File: src/rtl/mm_coproc_pkg.sv
// Shared definitions for the memory-mapped coprocessor front end:
// FSM state encoding and output buffer depth.
package mm_coproc_pkg;

    typedef enum logic [1:0] {
        FE_IDLE  = 2'd0,
        FE_READ  = 2'd1,
        FE_DRAIN = 2'd2
    } fe_state_e;

    // Two entries: one for the token on the output, one to absorb the
    // BRAM read that was already issued when backpressure appeared.
    localparam int FE_BUF_DEPTH = 2;

endpackage

File: src/rtl/mm_fe_buf.sv
// Two-entry register FIFO. The head entry drives the output directly from
// a register so the consumer sees a stable token while it stalls.
module mm_fe_buf
    import mm_coproc_pkg::*;
#(
    parameter int DATA_W = 32
) (
    input  logic              aclk,
    input  logic              aresetn,
    input  logic              push_i,
    input  logic [DATA_W-1:0] push_data_i,
    input  logic              pop_i,
    output logic [DATA_W-1:0] head_o,
    output logic [1:0]        count_o
);

    logic              wr_ptr_q;
    logic              rd_ptr_q;
    logic [1:0]        count_q;
    logic              pop_ok;
    logic [DATA_W-1:0] entry [FE_BUF_DEPTH];

    // A pop on an empty buffer is ignored so the pointers can never slip.
    assign pop_ok = pop_i && (count_q != 2'd0);

    genvar gi;
    generate
        for (gi = 0; gi < FE_BUF_DEPTH; gi++) begin : g_entry
            logic [DATA_W-1:0] data_q;

            // Write this storage slot when the write pointer selects it.
            always_ff @(posedge aclk or negedge aresetn) begin
                if (!aresetn) begin
                    data_q <= '0;
                end else if (push_i && (wr_ptr_q == 1'(gi))) begin
                    data_q <= push_data_i;
                end
            end

            assign entry[gi] = data_q;
        end
    endgenerate

    // Pointer and occupancy tracking; push and pop together leave count unchanged.
    always_ff @(posedge aclk or negedge aresetn) begin
        if (!aresetn) begin
            wr_ptr_q <= 1'b0;
            rd_ptr_q <= 1'b0;
            count_q  <= 2'd0;
        end else begin
            if (push_i) begin
                wr_ptr_q <= ~wr_ptr_q;
            end
            if (pop_ok) begin
                rd_ptr_q <= ~rd_ptr_q;
            end
            case ({push_i, pop_ok})
                2'b10:   count_q <= count_q + 2'd1;
                2'b01:   count_q <= count_q - 2'd1;
                default: count_q <= count_q;
            endcase
        end
    end

    assign head_o  = entry[rd_ptr_q];
    assign count_o = count_q;

endmodule

File: src/rtl/mm_front_end.sv
// Input-side front end: reads `size` tokens from the local BRAM starting at
// address 0 and streams them to the accelerator over valid/ready, pulsing
// done once the last token has been accepted.
module mm_front_end
    import mm_coproc_pkg::*;
#(
    parameter int DATA_W = 32,
    parameter int ADDR_W = 10
) (
    input  logic              aclk,
    input  logic              aresetn,
    input  logic              start,
    input  logic [ADDR_W:0]   size,
    output logic              mem_en,
    output logic [ADDR_W-1:0] mem_addr,
    input  logic [DATA_W-1:0] mem_rdata,
    output logic [DATA_W-1:0] dout,
    output logic              dout_valid,
    input  logic              dout_ready,
    output logic              busy,
    output logic              done
);

    localparam logic [ADDR_W:0] MAX_SIZE = (ADDR_W+1)'(1) << ADDR_W;
    localparam logic [ADDR_W:0] CNT_ONE  = (ADDR_W+1)'(1);

    fe_state_e       state_q;
    logic [ADDR_W:0] size_q;
    logic [ADDR_W:0] rd_cnt_q;
    logic [ADDR_W:0] sent_cnt_q;
    logic            inflight_q;
    logic            done_q;

    logic [1:0]      buf_count;
    logic            pop;
    logic [2:0]      occ_d;
    logic [ADDR_W:0] size_sat;
    logic            last_pop;

    // Requests larger than the address space are clamped to a full sweep.
    assign size_sat = (size > MAX_SIZE) ? MAX_SIZE : size;

    assign dout_valid = (buf_count != 2'd0);
    assign pop        = dout_valid && dout_ready;

    // Occupancy after this cycle's pop: tokens buffered plus the read in flight.
    // A pop implies at least one buffered token, so this cannot underflow.
    assign occ_d = {1'b0, buf_count} + {2'b00, inflight_q} - {2'b00, pop};

    assign mem_en   = (state_q == FE_READ) && (rd_cnt_q < size_q) && (occ_d < 3'd2);
    assign mem_addr = rd_cnt_q[ADDR_W-1:0];
    assign last_pop = pop && ((sent_cnt_q + CNT_ONE) == size_q);

    assign busy = (state_q != FE_IDLE);
    assign done = done_q;

    // Transfer FSM, read/sent counters, read-in-flight flag and done pulse.
    always_ff @(posedge aclk or negedge aresetn) begin
        if (!aresetn) begin
            state_q    <= FE_IDLE;
            size_q     <= '0;
            rd_cnt_q   <= '0;
            sent_cnt_q <= '0;
            inflight_q <= 1'b0;
            done_q     <= 1'b0;
        end else begin
            done_q     <= 1'b0;
            inflight_q <= mem_en;
            if (mem_en) begin
                rd_cnt_q <= rd_cnt_q + CNT_ONE;
            end
            if (pop) begin
                sent_cnt_q <= sent_cnt_q + CNT_ONE;
            end
            case (state_q)
                FE_IDLE: begin
                    if (start) begin
                        if (size == '0) begin
                            done_q <= 1'b1;
                        end else begin
                            size_q     <= size_sat;
                            rd_cnt_q   <= '0;
                            sent_cnt_q <= '0;
                            state_q    <= FE_READ;
                        end
                    end
                end
                FE_READ: begin
                    // The last token cannot be popped before its read issues,
                    // so completion is only detected in DRAIN.
                    if (mem_en && ((rd_cnt_q + CNT_ONE) == size_q)) begin
                        state_q <= FE_DRAIN;
                    end
                end
                FE_DRAIN: begin
                    if (last_pop) begin
                        state_q <= FE_IDLE;
                        done_q  <= 1'b1;
                    end
                end
                default: begin
                    state_q <= FE_IDLE;
                end
            endcase
        end
    end

    mm_fe_buf #(
        .DATA_W (DATA_W)
    ) u_buf (
        .aclk        (aclk),
        .aresetn     (aresetn),
        .push_i      (inflight_q),
        .push_data_i (mem_rdata),
        .pop_i       (pop),
        .head_o      (dout),
        .count_o     (buf_count)
    );

endmodule

File: config.mk
export PLATFORM = sky130hd
export DESIGN_NAME = mm_front_end
export DESIGN_NICKNAME = d
export VERILOG_FILES = /design/src/rtl/mm_coproc_pkg.sv /design/src/rtl/mm_fe_buf.sv /design/src/rtl/mm_front_end.sv
export SDC_FILE = /design/constraint.sdc
export NUM_CORES = 1
export LEC_CHECK = 0
export CORE_UTILIZATION = 30
export DETAILED_ROUTE_END_ITERATION = 10
export GPL_ROUTABILITY_DRIVEN = 0
export PLACE_DENSITY = 0.5
export SLEW_MARGIN = 5
export SYNTH_ARGS = -nofsm -noshare
export SYNTH_HDL_FRONTEND = slang
export SYNTH_SLANG_ARGS = --single-unit
File: constraint.sdc
create_clock -name aclk -period 9.1 [get_ports aclk]
set_input_delay 1.82 -clock aclk [delete_from_list [all_inputs] [get_ports aclk]]
set_output_delay 1.82 -clock aclk [all_outputs]
set_load 0.05 [all_outputs]
==> results of run 1 <==
[state kept, by name, summed over array words and instances, names as in the netlist]
| register | flops |
|---|---|
| u_buf.g_entry.data_q | 64 |
| rd_cnt_q | 11 |
| sent_cnt_q | 11 |
| size_q | 11 |
| state_q | 2 |
| u_buf.count_o | 2 |
| done | 1 |
| inflight_q | 1 |
| u_buf.rd_ptr_q | 1 |
| u_buf.wr_ptr_q | 1 |
[cell type report]
type / count / area [um^2] / share of cell area (%)
multi-input combinational: 346 / 2770 / 39.43
sequential: 105 / 2628 / 37.40
inverter: 20 / 77.57 / 1.104
clock buffer: 9 / 225.2 / 3.206
timing repair buffer: 98 / 963.4 / 13.71
tap: 229 / 286.5 / 4.078
clock inverter: 6 / 75.07 / 1.069
[report_power, final]
part	internal, W	switching [W]	leakage, nW
Combinational	0.000612	0.000828	1.50
Clock	0.000217	0.000188	0.144
Sequential	0.000653	0.000143	1.23
[worst min path at each step]
stage	start	to	slack [ns]	cells after the start
4_1_cts	u_buf.rd_ptr_q$_DFFE_PN0P_	u_buf.rd_ptr_q$_DFFE_PN0P_	0.47	1
2_1_floorplan	state_q[0]$_DFFE_PN0P_	done$_DFF_PN0_	0.43	1
5_1_grt	u_buf.rd_ptr_q$_DFFE_PN0P_	u_buf.rd_ptr_q$_DFFE_PN0P_	0.50	1
3_5_place_dp	u_buf.rd_ptr_q$_DFFE_PN0P_	u_buf.rd_ptr_q$_DFFE_PN0P_	0.46	1
3_3_place_gp	u_buf.rd_ptr_q$_DFFE_PN0P_	u_buf.rd_ptr_q$_DFFE_PN0P_	0.47	1
6_report	u_buf.rd_ptr_q$_DFFE_PN0P_	u_buf.rd_ptr_q$_DFFE_PN0P_	0.47	1
[metal layers]
metal | up-vias | part of all wire (%) | track usage, %
met1 | 1965 | 45 | 18.83
met4 | 0 | 1.7 | 6.023
met3 | 13 | 3.0 | 2.065
li1 | 1922 | - | -
met2 | 64 | 50 | 25.68
met5 | - | 0 | 0
[per-stage QoR]
step / hold WS, ns / total power [W]
6_report: 0.4733 / 0.002640
5_1_grt: 0.4956 / 0.002797
4_1_cts: 0.4727 / 0.002677
3_5_place_dp: 0.4589 / 0.002256
3_3_place_gp: 0.4713 / 0.002231
2_1_floorplan: 0.4348 / 0.001848
[kinds of logic (layout without fill, tap and decap cells)]
| logic type | after synthesis | in the layout | synth area share, % |
|---|---|---|---|
| adders and majority gates | 16 | 16 | 3.669 |
| xor gates and xnor gates | 46 | 46 | 7.359 |
| buffers and inverters | 56 | 133 | 4.707 |
| DFF | 105 | 105 | 46.41 |
| AOI/OAI and AO/OA | 52 | 52 | 5.967 |
| and+or+nand+nor | 136 | 136 | 12.80 |
| muxes | 96 | 96 | 19.09 |
[cell usage in the layout, fill, tap and decap left out, drive strengths merged, types with 3 or more instances in the layout]
| master | Yosys | final |
|---|---|---|
| dfrtp | 105 | 105 |
| mux2 | 96 | 96 |
| clkdlybuf4s50 | 0 | 91 |
| nor2 | 34 | 34 |
| nand2 | 27 | 27 |
| xnor2 | 23 | 23 |
| inv | 20 | 23 |
| xor2 | 22 | 22 |
| nand3 | 18 | 18 |
| o21ai | 16 | 16 |
| ha | 15 | 15 |
| a21oi | 11 | 11 |
| and3 | 10 | 10 |
| nand4 | 10 | 10 |
| clkbuf | 18 | 9 |
| nand3b | 8 | 8 |
| buf | 18 | 7 |
| nor4 | 6 | 6 |
| a211o | 5 | 5 |
| o211ai | 4 | 4 |
| nor3 | 4 | 4 |
| nand2b | 4 | 4 |
| a31oi | 4 | 4 |
| or3 | 3 | 3 |
| or2 | 3 | 3 |
[critical path: cells and delay by family]
family	cells	cell delay [ns]
and+or+nand+nor	5	0.75
buffers and inverters	5	1.72
adders and majority gates	2	0.71
AOI/OAI and AO/OA	1	0.14
==> flow_metrics.tcl, run 1 <==
set metrics [dict create \
    grt_pass1_wl_um 22780 \
    synth_fp_nets 570 \
    antenna_found_initial 0 \
    yosysUniqueCellTypes 55 \
    n_antenna_cell 0 \
    rows 49 \
    syn2layout_area_growth_pct 24.09 \
    cts_resized 0 \
    nNetsFinal 643 \
    worstPathArrival_ns 5.16 \
    ys_async_sr_fraction_pct 100.0 \
    first_iter_violations 203 \
    drt-wirelength-per-cell_um 16.61 \
    fin_worst_skew_ns 0.007414 \
    yosys_warnings 0 \
    start_util_pct 31.09 \
    overflow 0 \
    drc 0 \
    finalHoldViolCount 0 \
    clock_path_buffers 2 \
    dp_cells 798 \
    drive_gt1_share_pct 22.43 \
    slew_headroom_pct 34.69 \
    grt_max_degree 74 \
    synth-seq-cells 105 \
    timing.rr.end "state_q[0]$_DFFE_PN0P_" \
    n_fill_cell 1744 \
    status "finished, final reports clean" \
    rr_worst_depth 13 \
    cp_data_required_time_ns 7.28 \
    post-synth-top-count-cell "dfrtp_1" \
    synthTopCellsByCount "105 x dfrtp_1, 96 x mux2_2, 34 x nor2_1" \
    max_stage_delay_ns 0.81 \
    cts_sinks 105 \
    slowest_stage "clkdlybuf4s50_1" \
    cts_hold_buffers 0 \
    path_class "in -> out" \
    synth_area_leaders "dfrtp_1 46%, mux2_2 19%, xnor2_1 3.6%" \
    fp.dieW_um 139.4 \
    hpwl_um 9512 \
    worst_slack_ns 2.117 \
    power_density_mw_per_mm2 375.7 \
    dp_slack_ns 2.123 \
    yosysTopAreaCell "dfrtp_1" \
    num_vias 3964 \
    endpoint "mem_en" \
    clkLatencyLatePin_ns 0.35 \
    synth_ff_type "dfrtp_1" \
    grtUsageTotal_pct 14.92 \
    cts_buffers 9 \
    crit_top_cell "clkdlybuf4s50_1" \
    rsz0062_at_grt "no" \
    setup_violations 0 \
    core_area_mm2 0.01821 \
    period_share_pct 76.73 \
    finalNonFillerCells 813 \
    yosys.area.top_type_share_pct 46.41 \
    hold_path_class "reg -> reg" \
    post-route-util_pct 38.58 \
    drt-total-wl_um 13500 \
    ant_nets 0 \
    syn_avg_cell_area_um2 11.17 \
    grt_pass1_vias 4334 \
    endpoint_kind "output port" \
    critPathLaunch "dout_ready" \
    syn-cell-area_mm2 0.005662 \
    cts_root_buf "clkbuf_16" \
    crit_chain "clkdlybuf4s50_1, nand2_4, inv_4, ha_1, nand2b_1, fa_1, nor4bb_1, o211ai_1, nor2_1, buf_4, nand2_1, inv_1, clkdlybuf4s50_1" \
    postCtsSetupBuffers 0 \
    synth_edf_count 0 \
    cp_max_fo 12 \
    slew_violations 0 \
    portBuffers 92 \
    via_per_inst 4.876 \
    synth_seq_area_share_pct 46.41 \
    period_needed_ns 6.983 \
    reg2reg_slack_ns 5.67 \
    start_kind "input port" \
    dieArea_mm2 0.01943 \
    die_y_um 139.4 \
    timing.setup.tns_ns 0 \
    maxCapViolations 0 \
    power_leakage_nw 2.882 \
    drt_first_pass_iters 4 \
    ir_worst_vdd_mv 0.2236 \
    fmax_mhz 143.2 \
    clkTransAtPathRegs_ns 0.07 \
    ios 93 \
    final_cell_area_mm2 0.007025 \
    netlist_instances 507 \
    timing.rr.start "u_buf.count_o[1]$_DFFE_PN0P_" \
    cts_tree "yes" \
    dpl-instance-area_mm2 0.006725 \
    tightest_slew_ns 0.9796 \
    ctsHtreeMaxLevel 3 \
]
No activity file was read; power rests on OpenSTA's default activity.
==> run 2, diff against run 1 <==
Clock period 9.1 ns to 6.45 ns, I/O delays scaled along.
==> flow_metrics.tcl, run 2 (synthesized netlist as in run 1, its figures left out) <==
set metrics [dict create \
    num_vias 3984 \
    dieArea_mm2 0.01943 \
    ios 93 \
    antenna_found_initial 0 \
    max_stage_delay_ns 0.50 \
    dp_cells 798 \
    cts_root_buf "clkbuf_16" \
    slowest_stage "clkdlybuf4s50_1" \
    fmax_mhz 186.1 \
    ir_worst_vdd_mv 0.3453 \
    critPathBufInv 5 \
    cts_resized 0 \
    rows 49 \
    cts_sinks 105 \
    slew_headroom_pct 52.36 \
    final_common_cell "dfrtp_1" \
    status "finished, final reports clean" \
    start_util_pct 31.09 \
    hold_path_class "reg -> reg" \
    grt_pass1_vias 4259 \
    power_leakage_nw 2.893 \
    ctsHtreeMaxLevel 3 \
    die_y_um 139.4 \
    first_iter_violations 115 \
    layout_common_cells "105 x dfrtp_1, 96 x mux2_2, 90 x clkdlybuf4s50_1" \
    maxCapViolations 0 \
    clock_path_buffers 2 \
    cts_tree "yes" \
    fp.dieW_um 139.4 \
    overflow 0 \
    cp_max_fo 12 \
    ant_nets 0 \
    finalNonFillerCells 814 \
    cts_buffers 9 \
    grt_max_degree 55 \
    n_fill_cell 1756 \
    rsz0062_at_grt "no" \
    via_per_inst 4.894 \
    ff_latch_area_mm2 0.002628 \
    drive_gt1_share_pct 22.74 \
    power_density_mw_per_mm2 530.8 \
    n_antenna_cell 0 \
    worst_slack_ns 1.077 \
    clkTransAtPathRegs_ns 0.07 \
    slew_violations 0 \
    core_area_mm2 0.01821 \
    finalHoldViolCount 0 \
    grt_pass1_wl_um 22540 \
    tightest_slew_ns 0.7146 \
    multi_input_area_mm2 0.002770 \
    drc 0 \
    drt-wirelength-per-cell_um 16.42 \
    postCtsSetupBuffers 0 \
    crit_top_cell "buf_4" \
    fin_worst_skew_ns 0.01237 \
    cts_hold_buffers 0 \
    dp_slack_ns 1.112 \
    timing.setup.tns_ns 0 \
    cp_top_family "buffers and inverters" \
    path_class "in -> out" \
    period_share_pct 83.31 \
    crit_chain "clkdlybuf4s50_1, nand2_4, inv_4, ha_1, nand2b_1, fa_1, nor4bb_1, o211ai_1, nor2_1, buf_4, nand2_1, inv_1, buf_4" \
    fin_hold_ws_ns 0.5056 \
    drt_first_pass_iters 4 \
    hpwl_um 9483 \
    portBuffers 92 \
    power_w 0.003738 \
    clkLatencyLatePin_ns 0.35 \
    largest_register_ff_count 64 \
    syn2layout_area_growth_pct 24.38 \
    regMostFlops "u_buf.g_entry.data_q" \
    setup_violations 0 \
    nNetsFinal 643 \
    worstPathArrival_ns 4.08 \
    drt-total-wl_um 13370 \
    grtUsageTotal_pct 14.73 \
    period_needed_ns 5.373 \
    endpoint_kind "output port" \
    cp_data_required_time_ns 5.16 \
    start_kind "input port" \
]
run 2: changes by cell type in the layout (fill, tap and decap cells not counted), sizes merged:
| cell | before | now |
|---|---|---|
| clkdlybuf4s50 | 91 | 90 |
| buf | 7 | 8 |
| inv | 23 | 24 |
run 2: path summary, 6_finish.rpt:
check                                        startpoint                                      to  slack [ns]  depth (start not counted)
max                                          dout_ready                                  mem_en        1.08                         13
min                          u_buf.wr_ptr_q$_DFFE_PN0P_              u_buf.wr_ptr_q$_DFFE_PN0P_        0.51                          1
max reg2reg                u_buf.count_o[1]$_DFFE_PN0P_                  state_q[0]$_DFFE_PN0P_        2.98                         13
min reg2reg                  u_buf.wr_ptr_q$_DFFE_PN0P_              u_buf.wr_ptr_q$_DFFE_PN0P_        0.51                          1
max in group asynchronous                       aresetn  u_buf.g_entry[0].data_q[4]$_DFFE_PN0P_        4.33                          2
min in group asynchronous                       aresetn                   rd_cnt_q[7]$_DFF_PN0_        0.99                          1
run 2: power by group:
group          switching [W]  total [W]  internal, W
combinational        0.00117    0.00203     0.000860
clock               0.000275   0.000589     0.000313
sequential          0.000201    0.00112     0.000921
total                0.00164    0.00374      0.00209
run 2: final cells by class:
class                           instances  share of cell area, %
Clock buffer                            9                  3.198
Clock inverter                          7                  1.333
Inverter                               20                  1.102
Multi-Input combinational cell        346                  39.34
Sequential cell                       105                  37.31
Tap cell                              229                  4.069
Timing Repair Buffer                   98                  13.65
run 2: per-layer routing:
layer	share of wire (%)	global-route usage [%]	vias up	wire [um]
li1	-	-	1916	-
met1	46	19.19	2008	6200
met2	49	24.76	47	6592
met3	2.6	2.099	13	351
met4	1.7	5.497	0	223
met5	0	0	-	0
run 2: through the flow:
step,area (um^2),utilization [%]
CTS,7042,38.67
finish,7042,38.67
floorplan,5662,-
global route,7042,38.67
detailed placement,6723,36.92
global placement,6723,36.92
==> run 3, diff against run 2 <==
Clock period 6.45 ns to 5.5 ns, I/O delays scaled along.
==> flow_metrics.tcl, run 3 (synthesized netlist as in run 1, its figures left out) <==
set metrics [dict create \
    reg2reg_slack_ns 1.99 \
    final_cell_area_mm2 0.007024 \
    cts_tree "yes" \
    slew_violations 0 \
    syn2layout_area_growth_pct 24.07 \
    timing.rr.start "u_buf.count_o[1]$_DFFE_PN0P_" \
    clock_path_buffers 2 \
    ant_nets 0 \
    finalHoldViolCount 0 \
    power_density_mw_per_mm2 621.2 \
    antenna_found_initial 0 \
    cp_max_fo 7 \
    drc 0 \
    drt_first_pass_iters 4 \
    cp_top_family "buffers and inverters" \
    n_fill_cell 1736 \
    via_per_inst 4.948 \
    n_antenna_cell 0 \
    path_class "in -> out" \
    maxCapViolations 0 \
    period_needed_ns 4.842 \
    rr_worst_depth 13 \
    start_util_pct 31.09 \
    ios 93 \
    critPathLaunch "dout_ready" \
    grt_pass1_wl_um 22620 \
    start_kind "input port" \
    timing.rr.end "state_q[0]$_DFFE_PN0P_" \
    dp_cells 798 \
    postCtsSetupBuffers 0 \
    drive_gt1_share_pct 22.56 \
    clkLatencyLatePin_ns 0.35 \
    ctsHtreeMaxLevel 3 \
    cts_buffers 9 \
    dieArea_mm2 0.01943 \
    final_common_cell "dfrtp_1" \
    worst-path-stages 12 \
    worstPathArrival_ns 3.74 \
    timing.setup.tns_ns 0 \
    grt_pass1_vias 4263 \
    endpoint "mem_en" \
    cts_root_buf "clkbuf_16" \
    fmax_mhz 206.5 \
    rows 49 \
    die_y_um 139.4 \
    grtUsageTotal_pct 14.96 \
    overflow 0 \
    power_leakage_nw 2.885 \
    slew_headroom_pct 45.20 \
    period_share_pct 88.03 \
    status "finished, final reports clean" \
    largest_register_ff_count 64 \
    portBuffers 92 \
    fin_hold_ws_ns 0.5041 \
    ir_worst_vdd_mv 0.4168 \
    layout_common_cells "105 x dfrtp_1, 96 x mux2_2, 90 x clkdlybuf4s50_1" \
    dpl-instance-area_mm2 0.006735 \
    critPathBufInv 4 \
    fin_worst_skew_ns 0.009407 \
    clkTransAtPathRegs_ns 0.07 \
    crit_chain "clkdlybuf4s50_1, nand2_4, inv_4, ha_1, nand2b_1, fa_1, nor4bb_1, o211ai_1, nor2_1, nand2_1, inv_1, buf_12" \
    nNetsFinal 643 \
    drt-wirelength-per-cell_um 16.72 \
    fp.dieW_um 139.4 \
    max_stage_delay_ns 0.51 \
    core_area_mm2 0.01821 \
    regMostFlops "u_buf.g_entry.data_q" \
    finalNonFillerCells 814 \
    cts_sinks 105 \
    hpwl_um 9664 \
    endpoint_kind "output port" \
    num_vias 4028 \
    tightest_slew_ns 0.8220 \
    hold_path_class "reg -> reg" \
    slowest_stage "clkdlybuf4s50_1" \
    first_iter_violations 163 \
    cts_hold_buffers 0 \
    cp_data_required_time_ns 4.40 \
    rsz0062_at_grt "no" \
    setup_violations 0 \
    cts_resized 0 \
    grt_max_degree 64 \
    drt-total-wl_um 13610 \
]
## run 3: routing by layer
metal | track usage, % | wire length, um
met5 | 0 | 0
met4 | 6.199 | 225
met3 | 2.271 | 360
met2 | 25.18 | 6835
met1 | 19.16 | 6190
## run 3: worst min path at each step
stage | slack (ns) | to | depth (start not counted) | startpoint
after detailed placement | 0.49 | u_buf.g_entry[1].data_q[26]$_DFFE_PN0P_ | 1 | u_buf.g_entry[1].data_q[26]$_DFFE_PN0P_
after global routing | 0.53 | u_buf.g_entry[1].data_q[4]$_DFFE_PN0P_ | 1 | u_buf.g_entry[1].data_q[4]$_DFFE_PN0P_
after floorplan | 0.43 | done$_DFF_PN0_ | 1 | state_q[0]$_DFFE_PN0P_
after CTS | 0.51 | u_buf.g_entry[1].data_q[29]$_DFFE_PN0P_ | 1 | u_buf.g_entry[1].data_q[29]$_DFFE_PN0P_
after global placement | 0.48 | u_buf.g_entry[1].data_q[29]$_DFFE_PN0P_ | 1 | u_buf.g_entry[1].data_q[29]$_DFFE_PN0P_
final | 0.50 | u_buf.g_entry[0].data_q[24]$_DFFE_PN0P_ | 1 | u_buf.g_entry[0].data_q[24]$_DFFE_PN0P_
## run 3: through the flow
| stage | util [%] | setup slack [ns] | power [W] |
|---|---|---|---|
| 2_1_floorplan | - | 1.037 | 0.003057 |
| 3_3_place_gp | 36.99 | 0.6798 | 0.003719 |
| 3_5_place_dp | 36.99 | 0.6423 | 0.003769 |
| 4_1_cts | 38.58 | 0.6193 | 0.004430 |
| 5_1_grt | 38.58 | 0.4094 | 0.004632 |
| 6_report | 38.58 | 0.6581 | 0.004364 |
## run 3: final cells by class
type	count	area (um^2)	area share, %
Sequential cell	105	2628	37.41
Multi-Input combinational cell	346	2770	39.44
Clock buffer	11	242.7	3.456
Timing Repair Buffer	98	973.4	13.86
Tap cell	229	286.5	4.079
Clock inverter	5	46.29	0.6591
Inverter	20	77.57	1.104
## run 3: where the power goes
| group | switching, W | leakage, nW | total (W) | internal [W] |
|---|---|---|---|---|
| Sequential | 0.000236 | 1.23 | 0.00132 | 0.00108 |
| Combinational | 0.00138 | 1.51 | 0.00242 | 0.00103 |
| Clock | 0.000304 | 0.142 | 0.000631 | 0.000327 |
